## src/rtl/ext_mem_port_ctrl.sv

```systemverilog
`timescale 1ns/1ps
// ext_mem_port_ctrl: boots an ElectronNest fabric from a single-port synchronous
// SRAM, then shares that SRAM port between load and store requests round-robin.
//
// Handshake summary:
//   O_Ld_FTk.v=1 offers a token. It is taken when I_Ld_BTk.n=0 in the same cycle.
//   With n=1 the token repeats unchanged on later cycles until a cycle with n=0.
//   O_Ld_Gnt=1 means the load request was accepted in this cycle. The token for
//   that load appears on the next cycle.
//   O_St_BTk.n=0 means the store was written in this cycle. O_St_BTk.n=1 means
//   it was refused and must be presented again.
//
// BOOT_LEAD and BOOT_WORDS must both be at least 1. DEPTH_MEM must be a power
// of two and smaller than 2**WIDTH_EXADDR.

package ext_mem_port_ctrl_pkg;
    localparam int FTK_D_W = 32;
    localparam int FTK_I_W = 32;

    typedef struct packed {
        logic               v;
        logic               a;
        logic               r;
        logic               c;
        logic [FTK_D_W-1:0] d;
        logic [FTK_I_W-1:0] i;
    } FTk_t;

    // n: nack. t: reserved, driven 0.
    typedef struct packed {
        logic n;
        logic t;
    } BTk_t;
endpackage

module ext_mem_port_ctrl
    import ext_mem_port_ctrl_pkg::*;
#(
    parameter int WIDTH_DATA   = FTK_D_W,
    parameter int WIDTH_EXADDR = FTK_I_W,
    parameter int DEPTH_MEM    = 1024,
    parameter int BOOT_LEAD    = 3,
    parameter int BOOT_WORDS   = 5,
    parameter int EXTEND_MEM   = 0
) (
    input  logic                    clock,
    input  logic                    reset,
    input  logic                    I_Boot,
    input  logic                    I_Ld_Req,
    input  logic [WIDTH_EXADDR-1:0] I_Ld_Addr,
    output FTk_t                    O_Ld_FTk,
    input  BTk_t                    I_Ld_BTk,
    output logic                    O_Ld_Gnt,
    input  logic                    I_St_Req,
    input  logic [WIDTH_EXADDR-1:0] I_St_Addr,
    input  FTk_t                    I_St_FTk,
    output BTk_t                    O_St_BTk,
    output logic                    O_Mem_En,
    output logic                    O_Mem_We,
    output logic [WIDTH_EXADDR-1:0] O_Mem_Addr,
    output logic [WIDTH_DATA-1:0]   O_Mem_WData,
    input  logic [WIDTH_DATA-1:0]   I_Mem_RData,
    output logic                    O_Busy
);

    typedef enum logic [1:0] {
        ST_IDLE = 2'd0,
        ST_LEAD = 2'd1,
        ST_PROG = 2'd2,
        ST_RUN  = 2'd3
    } state_e;

    typedef enum logic {
        RR_LD = 1'b0,
        RR_ST = 1'b1
    } rr_e;

    localparam int AW      = $clog2(DEPTH_MEM);
    localparam int CNT_MAX = (BOOT_LEAD > BOOT_WORDS) ? BOOT_LEAD : BOOT_WORDS;
    localparam int CNT_W   = (CNT_MAX < 2) ? 1 : $clog2(CNT_MAX);

    localparam logic [CNT_W-1:0]        LEAD_LAST = CNT_W'(BOOT_LEAD - 1);
    localparam logic [CNT_W-1:0]        PROG_LAST = CNT_W'(BOOT_WORDS - 1);
    localparam logic [WIDTH_EXADDR-1:0] ADDR_MASK =
        {{(WIDTH_EXADDR - AW){1'b0}}, {AW{1'b1}}};

    // Registered state
    state_e             state_q, state_d;
    logic [CNT_W-1:0]   cnt_q, cnt_d;
    rr_e                rr_q, rr_d;
    logic               rd_pend_q, rd_pend_d;
    logic [FTK_I_W-1:0] rd_i_q, rd_i_d;
    logic               hold_q, hold_d;
    FTk_t               hold_tok_q, hold_tok_d;

    // Combinational signals
    FTk_t                    tok;
    logic                    tok_acc;
    logic                    ld_hold;
    logic                    st_elig;
    logic                    ld_elig;
    logic                    mem_en;
    logic                    mem_we;
    logic [WIDTH_EXADDR-1:0] mem_addr_raw;
    logic [WIDTH_DATA-1:0]   mem_wdata;
    logic                    ld_gnt;
    logic                    st_gnt;
    logic                    unused_inputs;

    assign unused_inputs = ^{I_St_FTk.a, I_St_FTk.r, I_St_FTk.c, I_St_FTk.i, I_Ld_BTk.t};

    // Token source: a held token takes priority, then SRAM read data, then a lead word.
    always_comb begin
        tok        = '0;
        if (hold_q) begin
            tok = hold_tok_q;
        end else if (rd_pend_q) begin
            tok.v = 1'b1;
            tok.d = FTK_D_W'(I_Mem_RData);
            tok.i = rd_i_q;
        end else if (state_q == ST_LEAD) begin
            tok.v = 1'b1;
            tok.a = (cnt_q == '0);
        end
        tok_acc    = tok.v & ~I_Ld_BTk.n;
        ld_hold    = tok.v & I_Ld_BTk.n;
        hold_d     = ld_hold;
        hold_tok_d = ld_hold ? tok : hold_tok_q;
    end

    // Next-state and SRAM port control for boot sequencing and run-time arbitration.
    always_comb begin
        state_d      = state_q;
        cnt_d        = cnt_q;
        rr_d         = rr_q;
        rd_pend_d    = 1'b0;
        rd_i_d       = '0;
        mem_en       = 1'b0;
        mem_we       = 1'b0;
        mem_addr_raw = '0;
        mem_wdata    = '0;
        ld_gnt       = 1'b0;
        st_gnt       = 1'b0;
        st_elig      = I_St_Req & I_St_FTk.v;
        ld_elig      = I_Ld_Req & ~ld_hold;

        case (state_q)
            ST_IDLE: begin
                if (I_Boot) begin
                    state_d = ST_LEAD;
                    cnt_d   = '0;
                end
            end

            // The last lead word reads mem[0], so program word 0 follows without a gap.
            ST_LEAD: begin
                if (tok_acc) begin
                    if (cnt_q == LEAD_LAST) begin
                        mem_en       = 1'b1;
                        mem_addr_raw = '0;
                        rd_pend_d    = 1'b1;
                        state_d      = ST_PROG;
                        cnt_d        = '0;
                    end else begin
                        cnt_d = cnt_q + 1'b1;
                    end
                end
            end

            // Word cnt_q is on the token. The next word is read only when this one is taken.
            ST_PROG: begin
                if (tok_acc) begin
                    if (cnt_q == PROG_LAST) begin
                        state_d = ST_RUN;
                        cnt_d   = '0;
                    end else begin
                        mem_en       = 1'b1;
                        mem_addr_raw = WIDTH_EXADDR'(cnt_q) + WIDTH_EXADDR'(1);
                        rd_pend_d    = 1'b1;
                        cnt_d        = cnt_q + 1'b1;
                    end
                end
            end

            ST_RUN: begin
                if (st_elig && (!ld_elig || rr_q == RR_ST)) begin
                    st_gnt       = 1'b1;
                    mem_en       = 1'b1;
                    mem_we       = 1'b1;
                    mem_addr_raw = I_St_Addr;
                    mem_wdata    = WIDTH_DATA'(I_St_FTk.d);
                end else if (ld_elig) begin
                    ld_gnt       = 1'b1;
                    mem_en       = 1'b1;
                    mem_addr_raw = I_Ld_Addr;
                    rd_pend_d    = 1'b1;
                    rd_i_d       = (EXTEND_MEM != 0) ? FTK_I_W'(I_Ld_Addr) : '0;
                end
                if (st_elig && ld_elig) begin
                    rr_d = (rr_q == RR_LD) ? RR_ST : RR_LD;
                end
            end

            default: begin
                state_d = ST_IDLE;
            end
        endcase
    end

    // State registers. A reset drops any read in flight, so no token follows it.
    always_ff @(posedge clock) begin
        if (!reset) begin
            state_q    <= ST_IDLE;
            cnt_q      <= '0;
            rr_q       <= RR_LD;
            rd_pend_q  <= 1'b0;
            rd_i_q     <= '0;
            hold_q     <= 1'b0;
            hold_tok_q <= '0;
        end else begin
            state_q    <= state_d;
            cnt_q      <= cnt_d;
            rr_q       <= rr_d;
            rd_pend_q  <= rd_pend_d;
            rd_i_q     <= rd_i_d;
            hold_q     <= hold_d;
            hold_tok_q <= hold_tok_d;
        end
    end

    assign O_Ld_FTk    = tok;
    assign O_Ld_Gnt    = ld_gnt;
    assign O_St_BTk.n  = I_St_Req & ~st_gnt;
    assign O_St_BTk.t  = 1'b0;
    assign O_Mem_En    = mem_en;
    assign O_Mem_We    = mem_we;
    assign O_Mem_Addr  = mem_addr_raw & ADDR_MASK;
    assign O_Mem_WData = mem_wdata;
    assign O_Busy      = (state_q != ST_IDLE);

endmodule

```

## config.mk

```make
export PLATFORM = sky130hd
export DESIGN_NAME = ext_mem_port_ctrl
export DESIGN_NICKNAME = d
export VERILOG_FILES = /design/src/rtl/ext_mem_port_ctrl.sv
export SDC_FILE = /design/constraint.sdc
export NUM_CORES = 1
export LEC_CHECK = 0
export CORE_AREA = 2 2 121 123
export DETAILED_ROUTE_END_ITERATION = 8
export DIE_AREA = 0 0 123 125
export DONT_BUFFER_PORTS = 1
export PLACE_DENSITY_LB_ADDON = 0.08
export SYNTH_ARGS = -nofsm -noshare
export SYNTH_HDL_FRONTEND = slang
export SYNTH_SLANG_ARGS = --single-unit
```

## constraint.sdc

```tcl
create_clock -name clock -period 2.4 [get_ports clock]
set_input_delay 0.48 -clock clock [delete_from_list [all_inputs] [get_ports clock]]
set_output_delay 0.48 -clock clock [all_outputs]
set_load 0.005 [all_outputs]
```

==> Implementation_results.wiki, run 1 <==
{| class="wikitable"
! Metric !! Value
|-
| Status || finished with violations
|-
| Failing checks || setup timing
|-
| Die Ht || between 100 and 150 um
|-
| Number of setup violations in the final report || 38
|-
| Pins over their slew limit || 0
|-
| Die width || approximately 120 um
|-
| Drt wl/cell || about 16 um
|-
| Number of global-route vias before repair || about 3,000
|-
| Fraction of met2 tracks used by global routing || 20.18%
|-
| Period minus WS final || between 2 and 2.5 ns
|-
| Worst-path maximum fanout || 6
|-
| Maximum number of pins on one net before global-route repair || 71
|-
| Power density cells || ~750 mW/mm^2
|-
| Residual antenna-violating net count after detailed routing || 0
|-
| HPWL reported at the end of detailed placement || 6.838 mm
|-
| Number of violations reported at the end of detailed-routing iteration 0 || 112
|-
| Sum Neg Setup Slack || -0.4665 ns
|-
| Number of buffers inserted by hold repair at cts || 0
|-
| Number of vias per cell || around 4.6
|-
| Maximum clock frequency || approximately 410 MHz
|-
| Share of total power in the clock network || a little under two fifths
|-
| Overall overflow remaining after global route || 0
|-
| Pre-antenna DRT Iters || 4
|-
| Sequential element share of the synthesized area || around two fifths
|-
| Clock-pin slew on the worst setup and hold paths || roughly 0.060 ns
|-
| Post-route worst setup slack || -0.03512 ns
|-
| Clock sink count || 76
|-
| Total DRC errors in the routed layout || 0
|-
| Growth of design area from synthesis to finish || 14.02%
|-
| Top-level port count || between 300 and 400
|-
| TritonCTS clock tree || built
|-
| Insertion delay of the later-clocked pin in the worst-skew pair || about 0.34 ns
|-
| Commonest non-fill, non-tap cell in the layout || and2_1
|-
| Worst vdd rail ir drop || 0.2847 mV
|-
| Number of instances in the synthesized netlist || ~460
|-
| Cell-internal power || about 2.3 mW
|-
| TritonCTS Buffers || 9
|-
| Leakage || between 1.5 and 2 nW
|-
| Slew of the pin with the lowest slew margin || 0.5095 ns
|-
| Total Nets Final || 637
|-
| CP startpoint kind || flop
|-
| Worst setup EP type || output pin
|-
| Overall routing resource usage || between 10% and 20%
|-
| Cell at the root of the clock tree || clkbuf_16
|-
| Vias || around 3,000
|-
| Fraction of final layout cells sized beyond drive strength 1 || roughly 17%
|-
| Critical path arrival || 1.96 ns
|-
| Leading register cell type out of synthesis || dfxtp_1
|-
| Die ar. || 0.01538 mm^2
|-
| Global placement routability congestion || roughly 0.75
|-
| Total routed wirelength || a little over 10 mm
|-
| Number of enable-type register cells in the synthesized netlist || 0
|-
| Switch share || between 30% and 40%
|-
| Effective utilization at floorplan || 27.77%
|-
| GRT busiest layer || met2
|-
| Maximum clock insertion buffer count || 2
|-
| Total standard cell area after synthesis || between 0.003 and 0.004 mm^2
|-
| Sequential Power Share || 39.3%
|-
| Count of input and output buffers || 0
|-
| Period utilization || 101.5%
|-
| Met1 track utilization from global routing || 15.94%
|-
| Global-route track usage on met3 || ~5.1%
|-
| Max-cap violation count || 0
|-
| Max-Slew Margin vs Limit || approximately two thirds
|-
| Setup repair after global routing missed its margin || true
|-
| Total number of H-tree levels || 3
|-
| Critical path data required time || around 1.9 ns
|-
| Initial antenna violation count || 0
|-
| Final hold violations || 0
|-
| Leading cell types in the layout, fill and taps excluded || 82 x and2_1, 74 x nand2_1, 73 x dfxtp_1
|-
| # fillers || between 1,500 and 2,000
|-
| Yosys warnings || 0
|-
| # rows || 44
|-
| Unique cell type count in the Yosys netlist || 43
|-
| WHS || 0.2809 ns
|-
| Proportion of power drawn by combinational gates || between 20% and 30%
|-
| First-pass GRT wire length || about 16 mm
|-
| Switching power summed over all nets || 1.063 mW
|-
| Number of diodes added for antenna fixing || 0
|-
| Core Footprint || 0.01420 mm^2
|-
| Type of the tightest min-delay check || primary input to flop
|-
| Setup Crit Path Kind || flop to output pin
|-
| Clock skew after layout || 0.007891 ns
|-
| Post-Syn Area per Cell || ~8.6 um^2
|-
| Flop and latch count out of synthesis || 76
|-
| Fraction of synthesis flops using an asynchronous set or reset pin || 0%
|}
## cell type report
type	instances	area, um^2	area share (%)
clock buffer	10	229.0	5.090
clock inverter	6	40.04	0.8901
inverter	11	46.29	1.029
multi-input combinational	338	2240	49.79
sequential	76	1528	33.96
tap	184	230.2	5.118
timing repair buffer	21	185.2	4.117
## kinds of logic (layout without fill, tap and decap cells)
group / after synthesis / in the layout / share of synthesized area (%)
adders and majority gates: 9 / 9 / 2.854
muxes: 2 / 2 / 0.5075
other: 1 / 23 / 0.09506
AOI/OAI and AO/OA: 98 / 100 / 20.65
xor gates and xnor gates: 1 / 1 / 0.2221
buffers and inverters: 67 / 48 / 9.483
DFF: 76 / 76 / 38.57
and+or+nand+nor: 203 / 203 / 27.62
## synthesized netlist by cell type (3+ instances only)
| master | instances | area (um^2) |
|---|---|---|
| clkbuf_1 | 16 | 60.06 |
| nand3_1 | 4 | 20.02 |
| ha_1 | 9 | 112.6 |
| and2_1 | 102 | 638.1 |
| nor2_1 | 4 | 15.01 |
| nor2b_1 | 3 | 18.77 |
| inv_1 | 10 | 37.54 |
| a21oi_1 | 6 | 30.03 |
| clkbuf_2 | 3 | 15.01 |
| dfxtp_1 | 76 | 1521 |
| nand2_1 | 75 | 281.5 |
| buf_4 | 24 | 180.2 |
| a21boi_0 | 33 | 247.7 |
| o21a_1 | 4 | 30.03 |
| a22o_1 | 38 | 332.8 |
| buf_2 | 11 | 55.05 |
| a221o_1 | 4 | 40.04 |
| nand2b_1 | 3 | 18.77 |
## routing by layer
metal,wire length (um),part of all wire [%]
met2,4507,44
met1,4473,44
met3,995,9.8
met5,0,0
met4,189,1.9
## per-stage QoR
step	std cells	total power [mW]	setup slack, ns	instance area (um^2)	util (%)
after floorplan	479	1.869	0.1478	4028	-
after global placement	621	2.046	0.01920	4048	28.50
after detailed placement	621	2.048	-0.03701	4048	28.50
after CTS	644	3.392	-0.07338	4459	31.40
after global routing	646	3.578	-0.1519	4498	31.67
final	646	3.358	-0.03512	4498	31.67
## critical path, cell delays in order (launching register included)
cell and delay, ns:
dfxtp_2 0.33, inv_2 0.05, ha_4 0.15, or3_4 0.35, a31oi_4 0.25, a21oi_4 0.14
a221o_1 0.35
## flip-flops by register name, summed over array words and instances, names as in the netlist
register,cells
state_q,2
cnt_q,3
rr_q,1
hold_tok_q,68
rd_pend_q,1
hold_q,1
## worst paths after layout
check / slack [ns] / to / start / depth (start not counted)
hold reg to reg: 0.45 / hold_tok_q[29] / hold_tok_q[29] / 1
setup reg to reg: 0.45 / hold_tok_q[67] / state_q[1] / 7
hold / removal: 0.28 / hold_tok_q[67] / reset / 1
setup / recovery: -0.04 / O_Mem_Addr[1] / state_q[1] / 6
## power groups by stage
stage          combinational, mW  clock, mW  sequential [mW]
2_1_floorplan              0.535          0             1.33
3_3_place_gp               0.707          0             1.34
3_5_place_dp               0.709          0             1.34
4_1_cts                    0.772       1.30             1.32
5_1_grt                    0.887       1.37             1.32
6_report                   0.788       1.25             1.32
## repair_timing
action / in CTS / in global routing
endpoints found under the setup margin: 59 / 44
resized for setup: 29 / 8
cloned: 2 / 0
pin swaps: 15 / 0
buffers inserted: 5 / 2
Power figures use the tool's default switching activity.
==> run 2, diff against run 1 <==
--- a/config.mk
+++ b/config.mk
@@ -10,6 +10,7 @@
 export DIE_AREA = 0 0 123 125
 export DONT_BUFFER_PORTS = 1
 export PLACE_DENSITY_LB_ADDON = 0.08
+export SLEW_MARGIN = 20
 export SYNTH_ARGS = -nofsm -noshare
 export SYNTH_HDL_FRONTEND = slang
 export SYNTH_SLANG_ARGS = --single-unit
==> constraint.sdc (replaced) <==
create_clock -name clock -period 2.9 [get_ports clock]
set_input_delay 0.58 -clock clock [delete_from_list [all_inputs] [get_ports clock]]
set_output_delay 0.58 -clock clock [all_outputs]
set_load 0.005 [all_outputs]
==> Implementation_results.wiki, run 2 (synthesized netlist as in run 1, its figures left out) <==
{| class="wikitable"
! Metric !! Value
|-
| Register containing the most flip-flops in the final layout || hold_tok_q
|-
| Final hold violations || 0 (unchanged)
|-
| Hold_sp || reset
|-
| Sum of internal, switching and leakage power || 2.818 mW (-16%)
|-
| Growth of design area from synthesis to finish || 10.69%
|-
| Global placement routability congestion || 0.7166 (-5.0%)
|-
| Top-level port count || 309 (unchanged)
|-
| Core Footprint || 0.01420 mm^2 (unchanged)
|-
| Die ar. || 0.01538 mm^2 (unchanged)
|-
| Maximum clock frequency || between 300 and 400 MHz
|-
| Period utilization || ~94%
|-
| Leading cell types in the layout, fill and taps excluded || 102 x and2_1, 75 x nand2_1, 74 x dfxtp_1
|-
| Worst vdd rail ir drop || 0.2927 mV (+2.8%)
|-
| CP startpoint kind || flop
|-
| Cell at the root of the clock tree || clkbuf_16
|-
| Vias || 2,971 (-0.77%)
|-
| Inst Count DP || 619 (-0.32%)
|-
| Number of standard cells in the final layout excluding fillers || 638 (-1.2%)
|-
| Total routed wirelength || 10.09 mm (-0.73%)
|-
| Reg-to-reg setup timing slack || 0.77 ns (+0.32 ns)
|-
| Die Ht || 125 um (unchanged)
|-
| Critical path data required time || 2.32 ns (+0.40 ns)
|-
| Number of diodes added for antenna fixing || 0 (unchanged)
|-
| Maximum clock insertion buffer count || 2 (unchanged)
|-
| Fraction of final layout cells sized beyond drive strength 1 || 9.912% (-7.0 points)
|-
| Count of input and output buffers || 0 (unchanged)
|-
| Insertion delay of the later-clocked pin in the worst-skew pair || 0.34 ns (about the same)
|-
| Placed standard-cell area || 0.004020 mm^2 (-0.68%)
|-
| Clock skew after layout || 0.005093 ns (-0.002798 ns)
|-
| Number of cells traversed by the worst register-to-register path || 8 (+1)
|-
| Overall overflow remaining after global route || 0 (unchanged)
|-
| Power density cells || 645.3 mW/mm^2 (-14%)
|-
| Setup repair after global routing missed its margin || true
|-
| Residual antenna-violating net count after detailed routing || 0 (unchanged)
|-
| Die width || 123 um (unchanged)
|-
| Leakage || 1.660 nW (-3.9%)
|-
| Min-Delay Endpoint || cnt_q[0]
|-
| Maximum number of pins on one net before global-route repair || 63 (-11%)
|-
| Pre-antenna DRT Iters || 4 (unchanged)
|-
| Max-Slew Margin vs Limit || 59.96% (-6.1 points)
|-
| Post-route standard cell area excluding fillers || 0.004367 mm^2 (-2.9%)
|-
| Period minus WS final || between 2 and 3 ns
|-
| Number of global-route vias before repair || 2,941 (-1.0%)
|-
| Commonest non-fill, non-tap cell in the layout || and2_1
|-
| Number of setup violations in the final report || 0 (-100%)
|-
| Biggest registers after layout || hold_tok_q (68), cnt_q (3), state_q (2)
|-
| Number of buffers inserted by hold repair at cts || 0 (unchanged)
|-
| Overall routing resource usage || 12.89% (-0.073 points)
|-
| Number of cells on the worst hold path || 1 (unchanged)
|-
| Crit Reg-Reg Startpoint || state_q[1]
|-
| Setup Crit Path Kind || flop to output pin
|-
| # fillers || 1,481 (-2.9%)
|-
| First-pass GRT wire length || 15.33 mm (-1.1%)
|-
| Critical path arrival || 2.15 ns (+0.19 ns)
|-
| Total DRC errors in the routed layout || 0 (unchanged)
|-
| Status || complete, no violations
|-
| Worst-path maximum fanout || 7 (+1)
|-
| Total Nets Final || 629 (-1.3%)
|-
| Clock-pin slew on the worst setup and hold paths || 0.06 ns (about the same)
|-
| Slew of the pin with the lowest slew margin || 0.6006 ns (+0.09111 ns)
|-
| Type of the tightest min-delay check || primary input to flop
|-
| Final core utilization || 30.74% (-0.92 points)
|-
| HPWL reported at the end of detailed placement || 6.714 mm (-1.8%)
|-
| Clock sink count || 76 (unchanged)
|-
| # rows || 44 (unchanged)
|-
| Worst setup EP type || output pin
|-
| Pins over their slew limit || 0 (unchanged)
|-
| Total number of H-tree levels || 3 (unchanged)
|-
| Max-cap violation count || 0 (unchanged)
|-
| RR Endpoint || hold_tok_q[28]
|-
| TritonCTS clock tree || built
|-
| Drt wl/cell || 15.82 um (+0.52%)
|-
| TritonCTS Buffers || 9 (unchanged)
|-
| Number of vias per cell || 4.657 (+0.48%)
|-
| Sum Neg Setup Slack || 0 ns (+0.4665 ns)
|-
| Number of violations reported at the end of detailed-routing iteration 0 || 101 (-9.8%)
|-
| Initial antenna violation count || 0 (unchanged)
|-
| Max reg flops || 68 (unchanged)
|-
| Effective utilization at floorplan || 27.77% (unchanged)
|}
-- run 2: worst max-delay path, stage by stage, from the launching register on --
cell and delay, ns:
dfxtp_2 0.35, inv_1 0.06, ha_1 0.19, or3_4 0.38, a31oi_4 0.20, buf_4 0.15
nand3_2 0.14, clkinvlp_4 0.18, a22o_1 0.17
-- run 2: what timing repair did --
action,in CTS,in global routing
cloned,0,2
buffers inserted,0,1
endpoints found under the setup margin,16,23
pin swaps,0,5
resized for setup,1,3
-- run 2: power breakdown --
part | internal [mW] | leakage [nW] | switching, mW
Combinational | 0.190 | 0.897 | 0.379
Sequential | 1.07 | 0.613 | 0.0211
Clock | 0.697 | 0.150 | 0.463
Total | 1.95 | 1.66 | 0.863
-- run 2: final cells by class --
class	instances	area [um^2]	area share, %
repair buffers	13	97.59	2.235
flip-flops and latches	76	1524	34.90
clock buffers	10	239.0	5.473
repair inverters	1	5.005	0.1146
well taps	184	230.2	5.272
multi-input cells	337	2157	49.40
clock inverters	6	68.82	1.576
inverters	11	45.04	1.032
-- run 2: how the worst max path moves through the flow --
stage | startpoint | end | slack (ns) | cells past startpoint
floorplan | state_q[1] | O_Mem_Addr[4] | 0.55 | 7
global placement | I_St_Req | O_Mem_WData[3] | 0.23 | 5
detailed placement | I_St_Req | O_Mem_WData[13] | 0.15 | 5
CTS | state_q[1] | O_Mem_Addr[1] | 0.05 | 8
global route | state_q[1] | O_Mem_Addr[3] | -0.008 | 8
finish | state_q[1] | O_Mem_Addr[6] | 0.17 | 8
-- run 2: per-stage QoR --
stage / setup slack, ns / hold slack, ns
2_1_floorplan: 0.5478 / 0.4209
3_3_place_gp: 0.2313 / 0.4353
3_5_place_dp: 0.1502 / 0.4356
4_1_cts: 0.05208 / 0.3495
5_1_grt: -0.007947 / 0.3530
6_report: 0.1734 / 0.3836
-- run 2: metal layers --
layer,routed length (um),GRT usage (%),vias to the layer above
li1,-,-,1466
met1,4552,15.45,1364
met2,4458,20.44,130
met3,932,4.881,11
met4,149,5.615,0
met5,0,0,-
